$ cat config.mk
export PLATFORM = sky130hd
export DESIGN_NAME = obi_copy_master
export DESIGN_NICKNAME = d
export VERILOG_FILES = /design/src/rtl/obi_copy_pkg.sv /design/src/rtl/obi_copy_master.sv
export SDC_FILE = /design/constraint.sdc
export NUM_CORES = 1
export LEC_CHECK = 0
export BUFFER_PORTS_ARGS = -buffer_cell sky130_fd_sc_hd__buf_4
export CORE_UTILIZATION = 25
export DETAILED_ROUTE_END_ITERATION = 6
export SLEW_MARGIN = 10
export SYNTH_ARGS = -nofsm -noshare
export SYNTH_HDL_FRONTEND = slang
export SYNTH_SLANG_ARGS = --single-unit
$ cat constraint.sdc
create_clock -name clk_i -period 2.51 [get_ports clk_i]
set_clock_uncertainty 0.1 [all_clocks]
set_input_delay 0.251 -clock clk_i [delete_from_list [all_inputs] [get_ports clk_i]]
set_output_delay 0.251 -clock clk_i [all_outputs]
set_load 0.01 [all_outputs]
$ cat src/rtl/obi_copy_pkg.sv
// Shared types and constants for the OBI block-copy initiator.
package obi_copy_pkg;

    typedef enum logic [2:0] {
        IDLE,
        RD_REQ,
        RD_WAIT,
        WR_REQ,
        WR_WAIT,
        FINISH,
        ABORT
    } copy_state_e;

    localparam logic [3:0] OBI_BE_FULL = 4'hF;
    localparam int         WORD_BYTES  = 4;

endpackage

$ cat src/rtl/obi_copy_master.sv
// OBI initiator copying a block of 32-bit words from src to dst, one outstanding
// transaction at a time, reads and writes strictly alternating.
module obi_copy_master
    import obi_copy_pkg::*;
#(
    parameter int LEN_W  = 16,
    parameter int ADDR_W = 32
) (
    input  logic              clk_i,
    input  logic              rst_i,
    input  logic              start_i,
    input  logic [ADDR_W-1:0] src_addr_i,
    input  logic [ADDR_W-1:0] dst_addr_i,
    input  logic [LEN_W-1:0]  len_i,
    output logic              busy_o,
    output logic              done_o,
    output logic              err_o,
    output logic              obi_req_o,
    input  logic              obi_gnt_i,
    output logic [ADDR_W-1:0] obi_addr_o,
    output logic              obi_we_o,
    output logic [3:0]        obi_be_o,
    output logic [31:0]       obi_wdata_o,
    input  logic              obi_rvalid_i,
    input  logic [31:0]       obi_rdata_i,
    input  logic              illegal_memory_i
);

    copy_state_e       state_q, state_d;
    logic [ADDR_W-1:0] src_q, dst_q;
    logic [LEN_W-1:0]  rem_q;
    logic [31:0]       wdata_q;

    // NOTE: all state below is updated with non-blocking assignments so every
    // register samples the pre-edge value of its neighbours.
    always_ff @(posedge clk_i) begin
        if (rst_i) begin
            state_q <= IDLE;
            src_q   <= '0;
            dst_q   <= '0;
            rem_q   <= '0;
            wdata_q <= '0;
        end else begin
            state_q <= state_d;
            case (state_q)
                IDLE: begin
                    if (start_i) begin
                        src_q <= {src_addr_i[ADDR_W-1:2], 2'b00};
                        dst_q <= {dst_addr_i[ADDR_W-1:2], 2'b00};
                        rem_q <= len_i;
                    end
                end
                RD_WAIT: begin
                    if (obi_rvalid_i) wdata_q <= obi_rdata_i;
                end
                WR_WAIT: begin
                    // Pointers advance only once the write is acknowledged.
                    if (obi_rvalid_i) begin
                        src_q <= src_q + ADDR_W'(WORD_BYTES);
                        dst_q <= dst_q + ADDR_W'(WORD_BYTES);
                        rem_q <= rem_q - LEN_W'(1);
                    end
                end
                default: ;
            endcase
        end
    end

    // NOTE: every output of this block gets a default first, so no path can
    // leave one unassigned and infer a latch.
    always_comb begin
        state_d    = state_q;
        obi_req_o  = 1'b0;
        obi_we_o   = 1'b0;
        obi_addr_o = src_q;
        done_o     = 1'b0;
        err_o      = 1'b0;
        case (state_q)
            IDLE: begin
                if (start_i) state_d = (len_i != '0) ? RD_REQ : FINISH;
            end
            RD_REQ: begin
                obi_req_o = 1'b1;
                if (illegal_memory_i) state_d = ABORT;
                else if (obi_gnt_i)   state_d = RD_WAIT;
            end
            RD_WAIT: begin
                if (obi_rvalid_i) state_d = WR_REQ;
            end
            WR_REQ: begin
                obi_req_o  = 1'b1;
                obi_we_o   = 1'b1;
                obi_addr_o = dst_q;
                if (illegal_memory_i) state_d = ABORT;
                else if (obi_gnt_i)   state_d = WR_WAIT;
            end
            WR_WAIT: begin
                if (obi_rvalid_i) state_d = (rem_q == LEN_W'(1)) ? FINISH : RD_REQ;
            end
            FINISH: begin
                done_o  = 1'b1;
                state_d = IDLE;
            end
            ABORT: begin
                err_o   = 1'b1;
                state_d = IDLE;
            end
            default: state_d = IDLE;
        endcase
    end

    assign busy_o      = (state_q != IDLE);
    assign obi_be_o    = OBI_BE_FULL;
    assign obi_wdata_o = wdata_q;

endmodule

# Yosys cells after proc, flatten, opt, wreduce, memory -nomap -nowiden
# Cells that the tools add are included.
[classes] addsub=3 n_eq_ne=12 mux=24 reduce_logical=8
[op_table] op="32-bit two-way mux" n=5
[op_table] op="32-bit case mux with 2 select lines" n=2
[op_table] op="32-bit by 3-bit adder with 32-bit output, second input constant" n=2
[op_table] op="16-bit two-way mux" n=2
[op_table] op="16-bit case mux with 2 select lines" n=1
[op_table] op="3-bit two-way mux" n=9
[op_table] op="16-bit by 1-bit == test with 1-bit output, second input constant" n=1
[op_table] op="16-bit nonzero test" n=1
[op_table] op="16-bit by 1-bit subtractor with 16-bit output, second input constant" n=1
[op_table] op="3-bit case mux with 5 select lines" n=1
[op_table] op="3-bit == test, second input constant" n=3
[op_table] op="3-bit by 2-bit == test with 1-bit output, second input constant" n=2
[op_table] op="2-bit inequality test, second input constant" n=3
[op_table] op="3-bit inequality test, second input constant" n=2
[op_table] op="5-bit AND reduction" n=1
[op_table] op="1-bit two-way mux" n=4
[op_table] op="3-bit by 1-bit == test with 1-bit output, second input constant" n=1
[op_table] op="3-bit logical NOT" n=1
[op_table] op="3-bit AND reduction" n=1
[op_table] op="3-bit nonzero test" n=1
[op_table] op="2-bit AND reduction" n=1
[op_table] op="2-bit nonzero test" n=1
[op_table] op="2-bit OR reduction" n=1
[totals] register_bits=115 in_bits=118 out_inout_bits=73 word_cells=52

# Longest topological paths before layout
# Gate-level depths: netlist (run 1).
[depth] word_depth=4 ltp_mapped=8 mapped_depth_nobuf=6

# Least setup slack after synthesis (run 1)
# No wires, ideal clock.
[synth_timing] path_type="register to register" start="register src_q[2]" end="register src_q[28]" setup_ps=62 t_arrival_ps=1881 required_time_ps=2348 slack_ps=467 stages_incl_launch_ff=7 n_path_buf=0 period_less_slack_ps=2043 cell_sequence="dfxtp_1 > ha_1 > nand4_2 > nor3_2 > nand3_1 > or4_1 > nand3_1"
[synth_between] elab_chain_len=3
[synth_rtl] element="start, declared" line_no="obi_copy_master.sv:30" rtl="logic [ADDR_W-1:0] src_q, dst_q;"
[synth_rtl] element="start signal, assigned" line_no="obi_copy_master.sv:48" rtl="src_q <= {src_addr_i[ADDR_W-1:2], 2'b00};"
[synth_rtl] element="start signal, assigned" line_no="obi_copy_master.sv:59" rtl="src_q <= src_q + ADDR_W'(WORD_BYTES);"
[synth_rtl] element="32-bit by 3-bit adder with 32-bit output" line_no="obi_copy_master.sv:59"
[synth_rtl] element="32-bit two-way mux" line_no="obi_copy_master.sv:58" rtl="if (obi_rvalid_i) begin"
[synth_rtl] element="32-bit case mux with 2 select lines" line_no="obi_copy_master.sv:45" rtl="case (state_q)"
# Every way passes these cells. The select of a mux whose other input is x is not followed.
# A chain may end at the register's enable or synchronous reset.

# Worst setup path in the final report (run 1)
[layout_timing] start="register state_q[2]" end="output obi_addr_o[14]"
[layout_between] elab_chain_len=2
[layout_rtl] element="start, declared" line_no="obi_copy_master.sv:29" rtl="copy_state_e state_q, state_d;"
[layout_rtl] element="start signal, assigned" line_no="obi_copy_master.sv:44" rtl="state_q <= state_d;"
[layout_rtl] element="3-bit by 2-bit == test with 1-bit output" line_no="obi_copy_master.sv:78" rtl="case (state_q)"
[layout_rtl] element="32-bit two-way mux" line_no="obi_copy_master.sv:78"
[layout_rtl] element="end, declared" line_no="obi_copy_master.sv:20" rtl="output logic [ADDR_W-1:0] obi_addr_o,"
# Every way passes these cells.

==> impl_metrics.json, run 1 <==
{
  "synthTopCellsByArea": "dfxtp_1 (34%), nand2_1 (7.5%), a21oi_1 (7.4%)",
  "yosysWarnings": 0,
  "final_core_util_pct": 33.7,
  "met3_usage_pct": 4.19,
  "layout-drive-gt1-share_pct": 27.2,
  "use_met1_pct": 22.4,
  "startpoint_type": "register",
  "drt-pass1-iter-count": 5,
  "required_ps": 2160,
  "io_pins": 191,
  "crit_path_cell_trace": "buf_4 > nor2b_1 > nand2_1 > buf_12 > mux2_2 > buf_4",
  "drtAntennaViolNets": 0,
  "gp_congestion": 0.856,
  "fill_cells": 2801,
  "hpwlAfterDp_um": 16900,
  "grt_overflow": 0,
  "drcViolationCount": 0,
  "cts_resized": 0,
  "grt_use_total_pct": 17.1,
  "synthesis.area_um2": 6590,
  "grt_max_degree": 44,
  "synth_area_leader_cell": "dfxtp_1",
  "cts_sinks": 111,
  "rows": 59,
  "yosysSeqAreaShare_pct": 33.7,
  "setup_viol": 0,
  "yosysMostFrequentCell": "nand2_1",
  "top_usage_layer": "met2",
  "cp_common_cell": "buf_4",
  "clk_latency_ps": 370,
  "vias": 7177,
  "grt_pass1_vias": 6663,
  "min_path_cells": 3,
  "clockRootBuffer": "clkbuf_16",
  "async_flop_share_pct": 0,
  "syn_to_final_growth_pct": 33.0,
  "synth_edf_count": 0,
  "grt_pass1_wl_um": 36000,
  "drt-total-wl_um": 23100,
  "post_drt_wl_per_cell_um": 16.7,
  "drt_iter0_markers": 619,
  "status": "finished, final reports clean",
  "ctsHoldBuffers": 0,
  "clkTransAtPathRegs_ps": 80,
  "peakVddDrop_mv": 0.430,
  "cts.path.max_buffers": 2,
  "initial_core_util_pct": 25.4,
  "synth_common_cells": "nand2_1 (132), dfxtp_1 (111), a21oi_1 (97)",
  "setup_tns_ps": 0,
  "io_buffers": 180,
  "hold_viol": 0,
  "fin_nets": 1166,
  "synth.ff_latch_count": 111,
  "viasPerCell": 5.19,
  "ctsHtreeMaxLevel": 3,
  "maxCapViolCount": 0,
  "slowest_stage": "dfxtp_1",
  "tightestPinTransition_ps": 530,
  "period_share_pct": 92.6,
  "die_area_um2": 27000,
  "die_w_um": 164,
  "cp.arrival_ps": 1970,
  "ys.flop_type": "dfxtp_1",
  "grtUsageMet2_pct": 27.4,
  "synth_cell_types": 67,
  "clock.fmax_mhz": 430,
  "hp-class": "in2reg",
  "critPathCaptureType": "output port",
  "slew_headroom_pct": 64.7,
  "power_density_nw_per_um2": 1010,
  "cp_slowest_stage_delay_ps": 430,
  "synth_top_area_share_pct": 33.7,
  "tritoncts": "yes",
  "synth_area_per_cell_um2": 7.50,
  "post_cts_buffers": 0,
  "reg2reg_depth": 6,
  "maxSlewViolCount": 0,
  "fp.dieH_um": 164,
  "synthCells": 878,
  "crit_fanout": 32,
  "p_leak_uw": 0.00345,
  "coreArea_um2": 26000,
  "antenna_found_initial": 0,
  "cts_buffers": 9,
  "n_antenna_cell": 0,
  "period_needed_ps": 2320,
  "crit_type": "reg2out",
  "rsz0062_at_grt": "no"
}
## kinds of logic after synthesis
family / Yosys count / synth area share [%]
multiplexers: 40 / 6.69
adder cells (fa/ha/maj): 4 / 0.760
AND/OR/NAND/NOR: 396 / 30.6
other: 2 / 0.114
buffers and inverters: 85 / 5.45
flip-flops: 111 / 33.7
AO/OA/AOI/OAI: 240 / 22.6
## layout by cell type, fill, tap and decap left out, drive strengths merged, types with 4 or more instances in the layout
cell	n
a22oi	7
or3	11
or4	6
and3	21
ha	4
a31oi	13
nand2b	5
nor4	24
nor4b	4
dfxtp	111
buf	222
nor2b	4
o31ai	4
and4	9
nand4	20
o32ai	6
a21o	4
nor3	35
nor2	64
a311oi	7
o22ai	7
o21ai	40
clkbuf	9
o21bai	4
mux2	32
mux2i	8
o211ai	5
a21oi	97
nor3b	4
a211oi	18
nand3	39
nand2	132
inv	16
conb	6
and2	9
## final timing paths
kind | from | end | slack (ps)
hold reg to reg | obi_wdata_o[27] | obi_wdata_o[27] | 360
setup reg to reg | src_q[2] | src_q[28] | 290
hold / removal | obi_rdata_i[10] | obi_wdata_o[10] | 20
setup / recovery | state_q[2] | obi_addr_o[14] | 190
## state kept, by name (all words and copies together), names as in the netlist
name,count
obi_wdata_o,32
dst_q,30
rem_q,16
state_q,3
src_q,30
## power by group
group	internal [µW]	switching, µW	total, µW
Clock	890	756	1650
Sequential	2260	633	2890
Combinational	1860	2450	4310
## worst max-delay path: cells and delay by family, from the launching register on
kind                   cells  cell delay [ps]
muxes                      1              380
buffers and inverters      3              570
DFF                        1              430
and+or+nand+nor            2              190
## per-layer routing
metal	up-vias	wire, µm
met4	0	422
met5	-	0
li1	3553	-
met1	3350	10400
met2	246	10700
met3	28	1600
## stage by stage
step	hold slack [ps]	power [µW]	std cells	instance area, µm²	setup WS, ps
floorplan	287	5530	882	6600	467
global placement	342	7170	1368	8430	345
detailed placement	348	7220	1368	8430	308
CTS	11.0	8890	1384	8760	159
global route	14.0	9520	1384	8760	38.6
finish	22.5	8850	1384	8760	186
## layout make-up
cell class                 instances  area (µm²)  area share [%]
multi-input combinational        686        4050            46.2
timing repair buffer             222        1690            19.3
inverter                          14        52.6           0.600
clock inverter                     7         103            1.17
tap                              335         419            4.79
clock buffer                       9         225            2.57
sequential                       111        2220            25.4
Note: power is estimated with default switching activity, not from simulation.
==> run 2: changes to the inputs <==
Settings changed: CELL_PAD_IN_SITES_DETAIL_PLACEMENT from default to 1, CELL_PAD_IN_SITES_GLOBAL_PLACEMENT from default to 1, PLACE_DENSITY_LB_ADDON from default to 0.1.
==> impl_metrics.json, run 2 (synthesis gave the netlist of run 1 again) <==
{
  "period_share_pct": 94.5,
  "grt_pass1_vias": 7169,
  "r2r-start": "src_q[2]",
  "met1_length_um": 12000,
  "post_drt_wl_per_cell_um": 18.3,
  "required_ps": 2160,
  "syn_to_final_growth_pct": 34.0,
  "highest_layer": "met4",
  "clk_latency_ps": 370,
  "wl_met2_um": 11900,
  "largest_reg_flops": 32,
  "ctsHtreeMaxLevel": 3,
  "cts.path.max_buffers": 2,
  "vias": 7129,
  "dp_cells": 1375,
  "period_needed_ps": 2370,
  "power_density_nw_per_um2": 1020,
  "cts_resized": 0,
  "layout-drive-gt1-share_pct": 27.7,
  "p_seq_share_pct": 32.1,
  "cts_sinks": 111,
  "peakVddDrop_mv": 0.401,
  "grt_pass1_wl_um": 40100,
  "grt_use_total_pct": 19.1,
  "die_w_um": 164,
  "rows": 59,
  "drt_iter0_markers": 351,
  "final_common_cell": "buf_4",
  "n_antenna_cell": 0,
  "critPathCaptureType": "output port",
  "io_pins": 191,
  "reg2reg_slack_ps": 310,
  "rsz0062_at_grt": "no",
  "drt-pass1-iter-count": 6,
  "tritoncts": "yes",
  "clkTransAtPathRegs_ps": 90,
  "worstHoldStart": "obi_rdata_i[5]",
  "drtAntennaViolNets": 0,
  "grt_max_degree": 50,
  "drcViolationCount": 0,
  "sw_frac_of_total_pct": 44.5,
  "rr_endpoint": "src_q[20]",
  "setup_tns_ps": 0,
  "pwr-share-clk_pct": 17.6,
  "status": "finished, final reports clean",
  "clock.fmax_mhz": 422,
  "route.met3.wl_um": 1410,
  "min_path_cells": 3,
  "crit_fanout": 32,
  "fp.dieH_um": 164,
  "maxCapViolCount": 0,
  "setup_viol": 0,
  "hp-class": "in2reg",
  "p_leak_uw": 0.00349,
  "coreArea_um2": 26000,
  "cts_buffers": 9,
  "fin_nets": 1173,
  "maxSlewViolCount": 0,
  "die_area_um2": 27000,
  "tightestPinTransition_ps": 557,
  "gp_congestion": 0.766,
  "crit_type": "reg2out",
  "finalNonFillerCells": 1391,
  "internal-power_uw": 5010,
  "reg2reg_depth": 7,
  "final_cell_mix": "buf_4 (225), nand2_1 (132), dfxtp_1 (111)",
  "post_cts_buffers": 0,
  "clockRootBuffer": "clkbuf_16",
  "initial_core_util_pct": 25.4,
  "hold_path_end": "obi_wdata_o[5]",
  "p_switching_uw": 4020,
  "combPwrFrac_pct": 50.2,
  "slew_headroom_pct": 62.6,
  "antenna_found_initial": 0,
  "drt-total-wl_um": 25500,
  "grt_overflow": 0,
  "hold_viol": 0,
  "io_buffers": 180,
  "ctsHoldBuffers": 0,
  "hpwlAfterDp_um": 18500,
  "cp.arrival_ps": 2020,
  "startpoint_type": "register",
  "viasPerCell": 5.13
}
==> run 2: worst max-delay path by stage <==
stage | from | slack, ps | to | cells after the start
2_1_floorplan | src_q[2] | 470 | src_q[28] | 6
3_3_place_gp | src_q[4] | 350 | src_q[29] | 5
3_5_place_dp | src_q[4] | 300 | src_q[31] | 5
4_1_cts | state_q[2] | 120 | obi_addr_o[24] | 6
5_1_grt | dst_q[2] | 30 | dst_q[14] | 5
6_report | state_q[2] | 140 | obi_addr_o[11] | 6
==> run 2: layout make-up <==
type                            count  area [µm²]
Fill cell                        3166       17200
Multi-Input combinational cell    686        4050
Sequential cell                   111        2220
Timing Repair Buffer              229        1770
Tap cell                          335         419
Clock buffer                        9         225
Clock inverter                      7        86.3
Inverter                           14        52.6
==> run 2: stage by stage <==
step	worst slack, ps	total power, µW	cell area, µm²	utilization (%)	hold WS (ps)
after floorplan	467	5530	6600	-	287
after detailed placement	297	7520	8510	32.8	347
final	139	9040	8830	34.0	17.9
after global placement	349	7480	8510	32.8	342
after global routing	27.6	9740	8830	34.0	9.29
after CTS	116	9150	8830	34.0	4.01
==> run 2: metal layers <==
layer | track usage (%) | up-vias
li1 | - | 3581
met5 | 0 | -
met4 | 3.91 | 0
met2 | 31.8 | 149
met3 | 3.89 | 13
met1 | 25.2 | 3386
==> run 2: power by group through the flow <==
stage / Sequential [µW] / Combinational (µW) / Clock [µW]
5_1_grt: 3000 / 5020 / 1720
3_5_place_dp: 2940 / 4580 / 0
6_report: 2910 / 4540 / 1590
2_1_floorplan: 2750 / 2780 / 0
4_1_cts: 2900 / 4600 / 1650
3_3_place_gp: 2930 / 4550 / 0
==> run 2: critical path, stage by stage (launching register included) <==
cell	delay, ps
dfxtp_1	450
buf_4	220
nor2b_1	80
nand2_1	110
buf_12	210
mux2_2	380
buf_4	140
==> run 3: changes to the inputs <==
Clock period 2.51 ns to 2.81 ns, I/O delays scaled along.
==> impl_metrics.json, run 3 (synthesis gave the netlist of run 1 again) <==
{
  "status": "finished, final reports clean",
  "crit_path_cell_trace": "buf_4 > nor2b_1 > nand2_1 > buf_12 > mux2_2 > buf_4",
  "largest_reg_flops": 32,
  "coreArea_um2": 26000,
  "cp.arrival_ps": 2060,
  "rsz0062_at_grt": "no",
  "viasPerCell": 5.15,
  "worstHoldStart": "obi_rdata_i[5]",
  "grt_pass1_wl_um": 40700,
  "clkTransAtPathRegs_ps": 90,
  "required_ps": 2430,
  "reg2reg_slack_ps": 480,
  "io_buffers": 180,
  "rr_endpoint": "src_q[18]",
  "vias": 7092,
  "hold_viol": 0,
  "fill_cells": 3167,
  "critPathCaptureType": "output port",
  "endpoint": "obi_addr_o[14]",
  "tritoncts": "yes",
  "grt_use_total_pct": 19.4,
  "clk_latency_ps": 370,
  "power_density_nw_per_um2": 911,
  "cts_sinks": 111,
  "clockRootBuffer": "clkbuf_16",
  "period_share_pct": 86.7,
  "io_pins": 191,
  "reg2reg_depth": 7,
  "cts_buffers": 9,
  "post_cts_buffers": 0,
  "ctsHtreeMaxLevel": 3,
  "antenna_found_initial": 0,
  "drt_iter0_markers": 322,
  "p_leak_uw": 0.00342,
  "maxSlewViolCount": 0,
  "peakVddDrop_mv": 0.331,
  "cp_slowest_stage_delay_ps": 470,
  "crit_start": "state_q[0]",
  "period_needed_ps": 2440,
  "multi_input_area_um2": 4050,
  "slew_headroom_pct": 61.9,
  "hpwlAfterDp_um": 18300,
  "cts_resized": 0,
  "drcViolationCount": 0,
  "setup_tns_ps": 0,
  "n_antenna_cell": 0,
  "fp.dieH_um": 164,
  "setup_ws_ps": 374,
  "r2r-start": "src_q[2]",
  "drt-pass1-iter-count": 4,
  "maxCapViolCount": 0,
  "syn_to_final_growth_pct": 32.4,
  "final_common_cell": "buf_4",
  "grt_overflow": 0,
  "grt_pass1_vias": 7323,
  "gp_congestion": 0.750,
  "crit_type": "reg2out",
  "final_cell_mix": "buf_4 (211), nand2_1 (132), dfxtp_1 (111)",
  "drt-total-wl_um": 25600,
  "grt_max_degree": 57,
  "clock.fmax_mhz": 410,
  "slowest_stage": "dfxtp_1",
  "fin_nets": 1159,
  "cp_common_cell": "buf_4",
  "die_area_um2": 27000,
  "hp-class": "in2reg",
  "drtAntennaViolNets": 0,
  "pre_cts_slack_ps": 489,
  "ff_latch_area_um2": 2220,
  "tightestPinTransition_ps": 571,
  "layout-drive-gt1-share_pct": 26.8,
  "setup_viol": 0,
  "startpoint_type": "register",
  "post_drt_wl_per_cell_um": 18.6,
  "rows": 59,
  "cts.path.max_buffers": 2,
  "ctsHoldBuffers": 0,
  "crit_fanout": 32,
  "initial_core_util_pct": 25.4,
  "die_w_um": 164
}
==> run 3: cell types whose count changed in the layout (fill, tap and decap cells not counted), sizes merged <==
| cell | delta |
|---|---|
| buf | -14 |
| clkinvlp | +1 |
| clkinv | -1 |
==> run 3: area by class of cell <==
cell class / instances / area share, %
tap: 335 / 4.81
timing repair buffer: 215 / 19.1
clock inverter: 7 / 0.990
clock buffer: 9 / 2.58
multi-input combinational: 686 / 46.5
sequential: 111 / 25.5
inverter: 14 / 0.603
==> run 3: worst max-delay path, delay by kind of cell, from the launching register on <==
family | cells | cell delay, ps
flip-flops | 1 | 470
AND/OR/NAND/NOR | 2 | 340
multiplexers | 1 | 320
buffers and inverters | 3 | 540
==> run 3: how the worst min path moves through the flow <==
stage	endpoint	depth (start not counted)	slack, ps
final	obi_wdata_o[5]	3	40
after global routing	obi_wdata_o[31]	3	40
after CTS	obi_wdata_o[5]	3	30
after detailed placement	obi_wdata_o[3]	2	350
after global placement	obi_wdata_o[8]	2	340
after floorplan	obi_wdata_o[0]	2	320
==> run 3: per-stage QoR <==
step                instance area, µm²  total power [µW]  util [%]  hold slack [ps]  instances
floorplan                         6600              4940         -              317        882
global placement                  8410              6540      32.4              343       1361
detailed placement                8410              6570      32.4              350       1361
CTS                               8720              8050      33.6             33.9       1377
global route                      8720              8600      33.6             40.6       1377
finish                            8720              7940      33.6             44.6       1377
==> run 3: layer usage <==
| layer | track usage (%) | wire, µm | up-vias |
|---|---|---|---|
| li1 | - | - | 3541 |
| met5 | 0 | 0 | - |
| met1 | 25.2 | 12100 | 3379 |
| met2 | 32.2 | 12000 | 156 |
| met3 | 4.90 | 1320 | 16 |
| met4 | 3.79 | 265 | 0 |
==> run 3: report_power, final <==
part	leakage, µW	total [µW]	switching (µW)	internal, µW
Clock	0.000150	1440	719	716
Sequential	0.000908	2620	602	2020
Combinational	0.00236	3890	2260	1630
